`config.mk`:
```
export PLATFORM = sky130hd
export DESIGN_NAME = jt51_mixacc
export DESIGN_NICKNAME = d
export VERILOG_FILES = /design/src/rtl/jt51_mixacc.sv
export SDC_FILE = /design/constraint.sdc
export NUM_CORES = 1
export LEC_CHECK = 0
export CAP_MARGIN = 40
export CORE_MARGIN = 8
export CORE_UTILIZATION = 60
export DETAILED_ROUTE_END_ITERATION = 6
export PLACE_DENSITY_LB_ADDON = 0.08
export RECOVER_POWER = 50
export REMOVE_ABC_BUFFERS = 1
export SYNTH_ARGS = -nofsm -noshare
export SYNTH_HDL_FRONTEND = slang
export SYNTH_SLANG_ARGS = --single-unit
```
`constraint.sdc`:
```
create_clock -name clk -period 13.1 [get_ports clk]
set_input_delay 1.965 -clock clk [delete_from_list [all_inputs] [get_ports clk]]
set_output_delay 1.965 -clock clk [all_outputs]
set_load 0.03 [all_outputs]
```
`src/rtl/jt51_mixacc.sv`:
```
// rtl/jt51_mixacc.sv - per-slot channel summing, L/R frame mixing, attenuation and clamping
// Channel sums saturate at OUTW bits; frame sums carry GUARD extra bits and clamp only at output.
module jt51_mixacc #(
   parameter int CH    = 8,
   parameter int OPW   = 14,
   parameter int OUTW  = 16,
   parameter int GUARD = 4
) (
   input  logic                   clk,
   input  logic                   rst,
   input  logic                   cen,
   input  logic signed [OPW-1:0]  op_val,
   input  logic                   sum_en,
   input  logic                   ch_last,
   input  logic                   frame_start,
   input  logic [1:0]             rl,
   input  logic [1:0]             att,
   input  logic                   clip_clr,
   output logic signed [OUTW-1:0] left,
   output logic signed [OUTW-1:0] right,
   output logic                   sample_vld,
   output logic                   clip_l,
   output logic                   clip_r,
   output logic                   frame_err
);

   localparam int CW = $clog2(CH) + 1;
   localparam int FW = OUTW + GUARD;

   localparam logic signed [OUTW-1:0] OMAX = {1'b0, {(OUTW-1){1'b1}}};
   localparam logic signed [OUTW-1:0] OMIN = {1'b1, {(OUTW-1){1'b0}}};
   localparam logic signed [FW-1:0]   FMAX = {{GUARD{1'b0}}, OMAX};
   localparam logic signed [FW-1:0]   FMIN = {{GUARD{1'b1}}, OMIN};
   localparam logic [CW-1:0]          CNT_MAX = '1;
   localparam logic [CW-1:0]          CNT_EXP = CW'(CH);

   logic signed [OUTW-1:0] chs_q, chs_d;
   logic signed [FW-1:0]   facc_l_q, facc_l_d, facc_r_q, facc_r_d;
   logic [CW-1:0]          ch_cnt_q, ch_cnt_d;
   logic                   first_q;
   logic                   armed_q;
   logic signed [OUTW-1:0] left_q, left_d, right_q, right_d;
   logic                   vld_q;
   logic                   clip_l_q, clip_l_d, clip_r_q, clip_r_d;
   logic                   ferr_q, ferr_d;

   // {clamp engaged, clamped value}
   function automatic logic [OUTW:0] clamp_f(input logic signed [FW-1:0] v);
      if (v > FMAX)
         return {1'b1, OMAX};
      else if (v < FMIN)
         return {1'b1, OMIN};
      else
         return {1'b0, v[OUTW-1:0]};
   endfunction

   logic signed [OUTW-1:0] ch_base;
   logic signed [OUTW:0]   ch_add;
   logic signed [OUTW:0]   op_ext;
   logic signed [FW-1:0]   ch_tot_ext;
   logic signed [FW-1:0]   fl_base, fr_base;
   logic [CW-1:0]          cnt_base;
   logic [OUTW:0]          cl_l, cl_r;

   always_comb begin
      op_ext  = {{(OUTW+1-OPW){op_val[OPW-1]}}, op_val};
      ch_base = (first_q || frame_start) ? '0 : chs_q;
      ch_add  = {ch_base[OUTW-1], ch_base} + op_ext;
      chs_d   = ch_base;
      if (sum_en) begin
         if (ch_add[OUTW] != ch_add[OUTW-1])
            chs_d = ch_add[OUTW] ? OMIN : OMAX;
         else
            chs_d = ch_add[OUTW-1:0];
      end
   end

   // The channel total is the updated sum, so a ch_last slot's own operator is included.
   always_comb begin
      ch_tot_ext = {{GUARD{chs_d[OUTW-1]}}, chs_d};
      fl_base    = frame_start ? '0 : facc_l_q;
      fr_base    = frame_start ? '0 : facc_r_q;
      facc_l_d   = fl_base;
      facc_r_d   = fr_base;
      if (ch_last && rl[0]) facc_l_d = fl_base + ch_tot_ext;
      if (ch_last && rl[1]) facc_r_d = fr_base + ch_tot_ext;
   end

   always_comb begin
      cnt_base = frame_start ? '0 : ch_cnt_q;
      ch_cnt_d = cnt_base;
      if (ch_last && cnt_base != CNT_MAX)
         ch_cnt_d = cnt_base + CW'(1);
   end

   always_comb begin
      cl_l     = clamp_f(facc_l_q >>> att);
      cl_r     = clamp_f(facc_r_q >>> att);
      left_d   = left_q;
      right_d  = right_q;
      ferr_d   = ferr_q;
      clip_l_d = clip_clr ? 1'b0 : clip_l_q;
      clip_r_d = clip_clr ? 1'b0 : clip_r_q;
      if (frame_start) begin
         left_d  = cl_l[OUTW-1:0];
         right_d = cl_r[OUTW-1:0];
         if (cl_l[OUTW]) clip_l_d = 1'b1;
         if (cl_r[OUTW]) clip_r_d = 1'b1;
         if (armed_q) ferr_d = (ch_cnt_q != CNT_EXP);
      end
   end

   always_ff @(posedge clk) begin
      if (rst) begin
         chs_q    <= '0;
         facc_l_q <= '0;
         facc_r_q <= '0;
         ch_cnt_q <= '0;
         first_q  <= 1'b1;
         armed_q  <= 1'b0;
         left_q   <= '0;
         right_q  <= '0;
         vld_q    <= 1'b0;
         clip_l_q <= 1'b0;
         clip_r_q <= 1'b0;
         ferr_q   <= 1'b0;
      end else begin
         // Strobe is refreshed every clk so it never stretches across cen=0 cycles.
         vld_q <= cen && frame_start;
         if (cen) begin
            chs_q    <= chs_d;
            facc_l_q <= facc_l_d;
            facc_r_q <= facc_r_d;
            ch_cnt_q <= ch_cnt_d;
            first_q  <= ch_last;
            armed_q  <= armed_q || frame_start;
            left_q   <= left_d;
            right_q  <= right_d;
            clip_l_q <= clip_l_d;
            clip_r_q <= clip_r_d;
            ferr_q   <= ferr_d;
         end
      end
   end

   assign left       = left_q;
   assign right      = right_q;
   assign sample_vld = vld_q;
   assign clip_l     = clip_l_q;
   assign clip_r     = clip_r_q;
   assign frame_err  = ferr_q;

endmodule

```
==> metrics.cfg, run 1 <==
[status]
outcome=finished, violations left
violations=design-rule violations, max-capacitance violations, max-slew violations

[critical_path]
required_ns=13.40
path_common_cell=o21ai_0
crit_family=compound AO/OA/AOI/OAI gates
cp_slowest_cell=clkbuf_1
critical_path.cell_chain=dlygate4sd3_1, clkbuf_1, nor2_1, nand2_1, inv_1, ha_1, a211oi_1, o21ai_0, a31o_2, a21oi_1, o21a_1, mux2i_1, buf_2, o21ai_0, o21ai_0, ha_1, a21o_1, a31o_2, a2111oi_0, o21ai_0, nand4_1, a21boi_0, or3_1, nand4_1
crit_path_end_kind=flop
critPathMaxFanout=49
worst-path-buf-inv=4
arrival_ns=10.72
crit_type=input port to flop
critPathMaxStageDelay_ns=1.64
critPathLaunchType=input port

[routing]
firstDrtPassIters=7
vias_per_cell=6.49
drt_wl_total_um=19600
drc=1
drt_iter0_drc=544
vias=6997
postRouteAntennaNets=0
wl_per_cell_um=18.2

[floorplan]
fp-row-count=40
io-pin-count=61
die_h_um=127
die_width_um=127
start_util=0.617
core_area_um2=12000
die_area_um2=16200

[synth]
synth_edf_count=0
syn_inst=893
yosysSeqAreaShare=0.265
synth_top_cell_area_share=0.265
syn_area_um2=7410
synth_cell_types=65
yosysMostFrequentCell=nor2_1
ys_async_sr_fraction=0
synth.ff_latch_count=98
syn_avg_cell_area_um2=8.29
synth_common_cells=107 x nor2_1, 98 x dfxtp_1, 74 x a21oi_1
synth_area_leaders=dfxtp_1 26%, ha_1 9.1%, mux4_2 9.1%
synth_top_area_cell=dfxtp_1
synth_flop_cell=dfxtp_1
synth_warnings=0

[clocking]
cts_tree=done
clk_path_buf_depth=2
clkTransAtPathRegs_ns=0.07
htreeDepth=3
cts_hold_buf=0
worstSkewPairLatency_ns=0.36
cts-resized-gates=0
root_buffer=clkbuf_16
cts_setup_buffers=0
cts.sinks=98
cts_buffers=9

[sta]
period_share=0.795
final.min_clock_period_ns=10.42
tightest_slew_ns=2.47
maxSlewViolCount=160
clock_skew_ns=0.00875
timing.fmax_mhz=96.0
hold_violations=0
setup_violations=0
final.setup.tns_ns=0
rsz0062_at_grt=false
relSlewSlack=-0.650
holdWs_ns=0.457

[global_route]
grt.overflow.total=0
grt_max_degree=57
grt_pass1_wl_um=32400
antenna_found_initial=0
grtUsageTotal=0.242
grt_pass1_vias=6748

[cells_and_area]
nets=1008
drive_gt1_frac=0.0687
n_antenna_cell=0
fin_cells=1078
stdcell_area_um2=8380
multi_input_area_um2=5200
n_fill_cell=963
area_growth_pct=13.2
ff_latch_area_um2=1960

[power_and_ir_drop]
power_density_nw_per_um2=93.9
p_leak_nw=3.60
power_mw=0.787
peakVddDrop_uv=47.6

[worst_hold_path]
hold_class=flop to flop

[place]
dp_hpwl_um=14400
routabilityCongestion=0.956
place_inst=1062
placed_area_um2=8070
port_buffers=60

[job]
maxCapViolCount=3

## tightest hold or removal path, delay by kind of cell, from the launching register on
kind,cells,cell delay [ns]
AO/OA/AOI/OAI,1,0.05
flip-flops,1,0.31
AND/OR/NAND/NOR,1,0.05
## cell type report
type	count	area share
flip-flops and latches	98	0.234
clock inverters	6	0.0106
multi-input cells	732	0.621
inverters	15	0.00672
repair buffers	70	0.0776
well taps	147	0.0219
clock buffers	10	0.0285
## metal layers
metal / share of wire / vias to the layer above / global-route usage
met3: 0.069 / 43 / 0.0341
met1: 0.43 / 3323 / 0.307
met5: 0 / - / 0
li1: - / 3364 / -
met4: 0.027 / 0 / 0.111
met2: 0.48 / 267 / 0.399
## where the power goes
| group | leakage, nW | switching (mW) | internal, mW | total (mW) |
|---|---|---|---|---|
| Sequential | 0.801 | 0.0109 | 0.312 | 0.323 |
| Combinational | 2.65 | 0.102 | 0.0661 | 0.168 |
| Clock | 0.155 | 0.123 | 0.173 | 0.296 |
## layout by cell type (no fill, tap or decap), types with 7 or more instances in the layout
cell,instances
o21bai_1,10
dfxtp_1,98
inv_1,15
a31oi_1,11
xor2_1,16
xnor2_1,26
clkbuf_16,9
or3_1,8
a211oi_1,11
a311oi_1,10
mux4_2,30
dlygate4sd3_1,37
a22oi_1,27
and3_1,7
and2_1,16
nor2_1,107
a21o_1,23
o21a_1,8
nand2_1,68
ha_1,54
nor2b_1,42
clkdlybuf4s50_1,21
a21oi_1,74
nor3_1,41
nand2b_1,13
o21ai_0,40
## cells by family after synthesis
family,count (synthesis),share of synthesized area
AND/OR/NAND/NOR,336,0.223
AO/OA/AOI/OAI,263,0.234
flip-flops,98,0.265
buffers and inverters,63,0.0326
adder cells (fa/ha/maj),58,0.101
XOR/XNOR,42,0.0497
multiplexers,33,0.0955
## worst paths after layout
check | slack [ns] | startpoint | end | depth (start not counted)
worst max-delay path | 2.68 | frame_start | facc_l_q[19]$_SDFFE_PP0P_ | 24
worst min register to register | 0.46 | left[15]$_SDFFE_PP0P_ | left[15]$_SDFFE_PP0P_ | 2
worst max register to register | 6.26 | first_q$_SDFFE_PP1P_ | facc_l_q[19]$_SDFFE_PP0P_ | 22
worst min-delay path | 0.46 | left[15]$_SDFFE_PP0P_ | left[15]$_SDFFE_PP0P_ | 2
## metrics by stage
step | setup WS [ns] | utilization
2_1_floorplan | 6.14 | -
3_3_place_gp | 4.38 | 0.671
3_5_place_dp | 4.13 | 0.672
4_1_cts | 4.45 | 0.699
5_1_grt | 2.01 | 0.698
6_report | 2.68 | 0.698
## registers in the layout, indices dropped and copies added, names as in the netlist
register    count
sample_vld      1
facc_r_q       20
ch_cnt_q        4
clip_r          1
left           16
frame_err       1
right          16
armed_q         1
chs_q          16
facc_l_q       20
first_q         1
clip_l          1
(Power assumes the default switching activity.)
==> run 2: changes to the inputs <==
Clock period 13.1 ns to 10 ns, I/O delays scaled along.
==> metrics.cfg, run 2 (same netlist as run 1, synthesis figures left out) <==
[sta]
relSlewSlack=-0.667  ; was -0.650
setup_violations=0  ; unchanged
maxSlewViolCount=159  ; was 160
final.setup.tns_ns=0  ; unchanged
period_share=0.859
hold_violations=0  ; unchanged
final.min_clock_period_ns=8.59
tightest_slew_ns=2.50  ; was 2.47 ns
clock_skew_ns=0.0103  ; was 0.00875 ns
holdWs_ns=0.461  ; was 0.457 ns
timing.fmax_mhz=116
rsz0062_at_grt=false  ; unchanged

[critical_path]
crit_path_end_kind=flop  ; unchanged
crit_start=frame_start  ; unchanged
required_ns=10.30  ; was 13.40 ns
r2r_start=first_q$_SDFFE_PP1P_  ; unchanged
rr_endpoint=facc_l_q[19]$_SDFFE_PP0P_  ; unchanged
arrival_ns=8.89  ; was 10.72 ns
crit_type=input port to flop  ; unchanged
ff2ff_path_depth=22  ; unchanged
critPathMaxFanout=48  ; was 49
critPathLaunchType=input port  ; unchanged
rrSetupSlack_ns=3.15  ; was 6.26 ns

[cells_and_area]
nets=1008  ; unchanged
fin_cells=1078  ; unchanged
drive_gt1_frac=0.0687  ; unchanged
stdcell_area_um2=8400  ; was 8380 um2
area_growth_pct=13.4  ; was 13.2%
layout_commonest_cell=nor2_1  ; unchanged
most-common-layout-cells=107 x nor2_1, 98 x dfxtp_1, 74 x a21oi_1  ; unchanged
reg.largest.list=facc_l_q: 20 flops, facc_r_q: 20 flops  ; unchanged
n_antenna_cell=0  ; unchanged

[routing]
postRouteAntennaNets=0  ; unchanged
wl_per_cell_um=18.1  ; was 18.2 um
drt_iter0_drc=575  ; was 544
drt_wl_total_um=19500  ; was 19600 um
vias=7045  ; was 6997
vias_per_cell=6.54  ; was 6.49
drc=0  ; was 1
firstDrtPassIters=5  ; was 7

[worst_hold_path]
worstHoldPathCells=2  ; unchanged
hold_class=flop to flop  ; unchanged
min_to=left[15]$_SDFFE_PP0P_  ; unchanged
worstHoldStart=left[15]$_SDFFE_PP0P_  ; unchanged

[global_route]
grt.overflow.total=0  ; unchanged
grt_max_degree=57  ; unchanged
grt_pass1_wl_um=32400  ; about the same
antenna_found_initial=0  ; unchanged
grt_pass1_vias=6855  ; was 6748
grtUsageTotal=0.243  ; was 0.242

[status]
outcome=finished, violations left  ; unchanged
violations=max-capacitance violations, max-slew violations  ; was design-rule violations, max-capacitance violations, max-slew violations

[floorplan]
fp-row-count=40  ; unchanged
die_width_um=127  ; unchanged
start_util=0.617  ; unchanged
io-pin-count=61  ; unchanged
die_area_um2=16200  ; unchanged
die_h_um=127  ; unchanged
core_area_um2=12000  ; unchanged

[place]
dp_hpwl_um=14400  ; about the same
port_buffers=60  ; unchanged
placed_area_um2=8070  ; about the same
routabilityCongestion=0.934  ; was 0.956
place_inst=1062  ; unchanged

[clocking]
htreeDepth=3  ; unchanged
cts_buffers=9  ; unchanged
clkTransAtPathRegs_ns=0.07  ; about the same
cts_hold_buf=0  ; unchanged
cts-resized-gates=0  ; unchanged
cts_tree=done  ; unchanged
clk_path_buf_depth=2  ; unchanged
root_buffer=clkbuf_16  ; unchanged
cts_setup_buffers=0  ; unchanged
cts.sinks=98  ; unchanged
worstSkewPairLatency_ns=0.36  ; about the same

[power_and_ir_drop]
peakVddDrop_uv=78.6  ; was 47.6 uV
power_mw=1.05  ; was 0.787 mW
power_density_nw_per_um2=125  ; was 93.9 nW/um2
p_leak_nw=3.61  ; was 3.60 nW

[job]
maxCapViolCount=3  ; unchanged

==> run 2: changes by cell type in the layout (fill, tap and decap cells not counted) <==
cell	delta
buf_2	-1
buf_4	+1
bufinv_16	+1
clkbuf_8	-1
clkinv_2	+1
clkinvlp_4	-1
==> run 2: worst max path at each step <==
stage / cells after the start / endpoint / slack (ns)
after global placement: 22 / facc_l_q[19]$_SDFFE_PP0P_ / 2.05
final: 20 / facc_l_q[19]$_SDFFE_PP0P_ / 1.41
after detailed placement: 23 / facc_l_q[19]$_SDFFE_PP0P_ / 1.81
after floorplan: 21 / facc_l_q[19]$_SDFFE_PP0P_ / 3.50
after global routing: 20 / facc_l_q[19]$_SDFFE_PP0P_ / 0.91
after CTS: 23 / facc_l_q[19]$_SDFFE_PP0P_ / 2.15
==> run 2: per-stage QoR <==
stage,utilization,worst slack [ns]
floorplan,-,3.50
global placement,0.671,2.05
detailed placement,0.672,1.81
CTS,0.701,2.15
global route,0.699,0.912
finish,0.699,1.41
==> run 2: per-layer routing <==
metal / wire length, um / track usage / share of wire / up-vias
met1: 8370 / 0.292 / 0.43 / 3363
met3: 1270 / 0.0462 / 0.065 / 58
met2: 9190 / 0.406 / 0.47 / 253
met5: 0 / 0 / 0 / -
li1: - / - / - / 3371
met4: 652 / 0.125 / 0.033 / 0
==> run 2: critical path, cell delays in order <==
cell	delay [ns]
dlygate4sd3_1	0.55
clkbuf_1	1.77
nor3b_4	0.16
maj3_1	0.49
o31a_1	0.25
a21oi_1	0.31
o21a_1	0.32
mux2i_1	0.50
buf_4	0.25
o21ai_0	0.09
nand2_1	0.19
ha_1	0.31
o21ai_0	0.28
nor2_1	0.14
a2111oi_0	0.75
o21ai_0	0.25
nand4_1	0.14
a21boi_0	0.16
or3_1	0.39
nand4_1	0.09
==> run 2: final cells by class <==
type	instances	area, um2
timing repair buffer	70	653
fill	977	3610
inverter	15	56.3
multi-input combinational	732	5200
sequential	98	1960
clock buffer	9	225
clock inverter	7	116
tap	147	184
==> run 2: power by group <==
group,switching (mW),total [mW],leakage [nW],internal (mW)
Clock,0.158,0.403,0.166,0.245
Sequential,0.0147,0.423,0.801,0.409
Combinational,0.133,0.220,2.65,0.0866
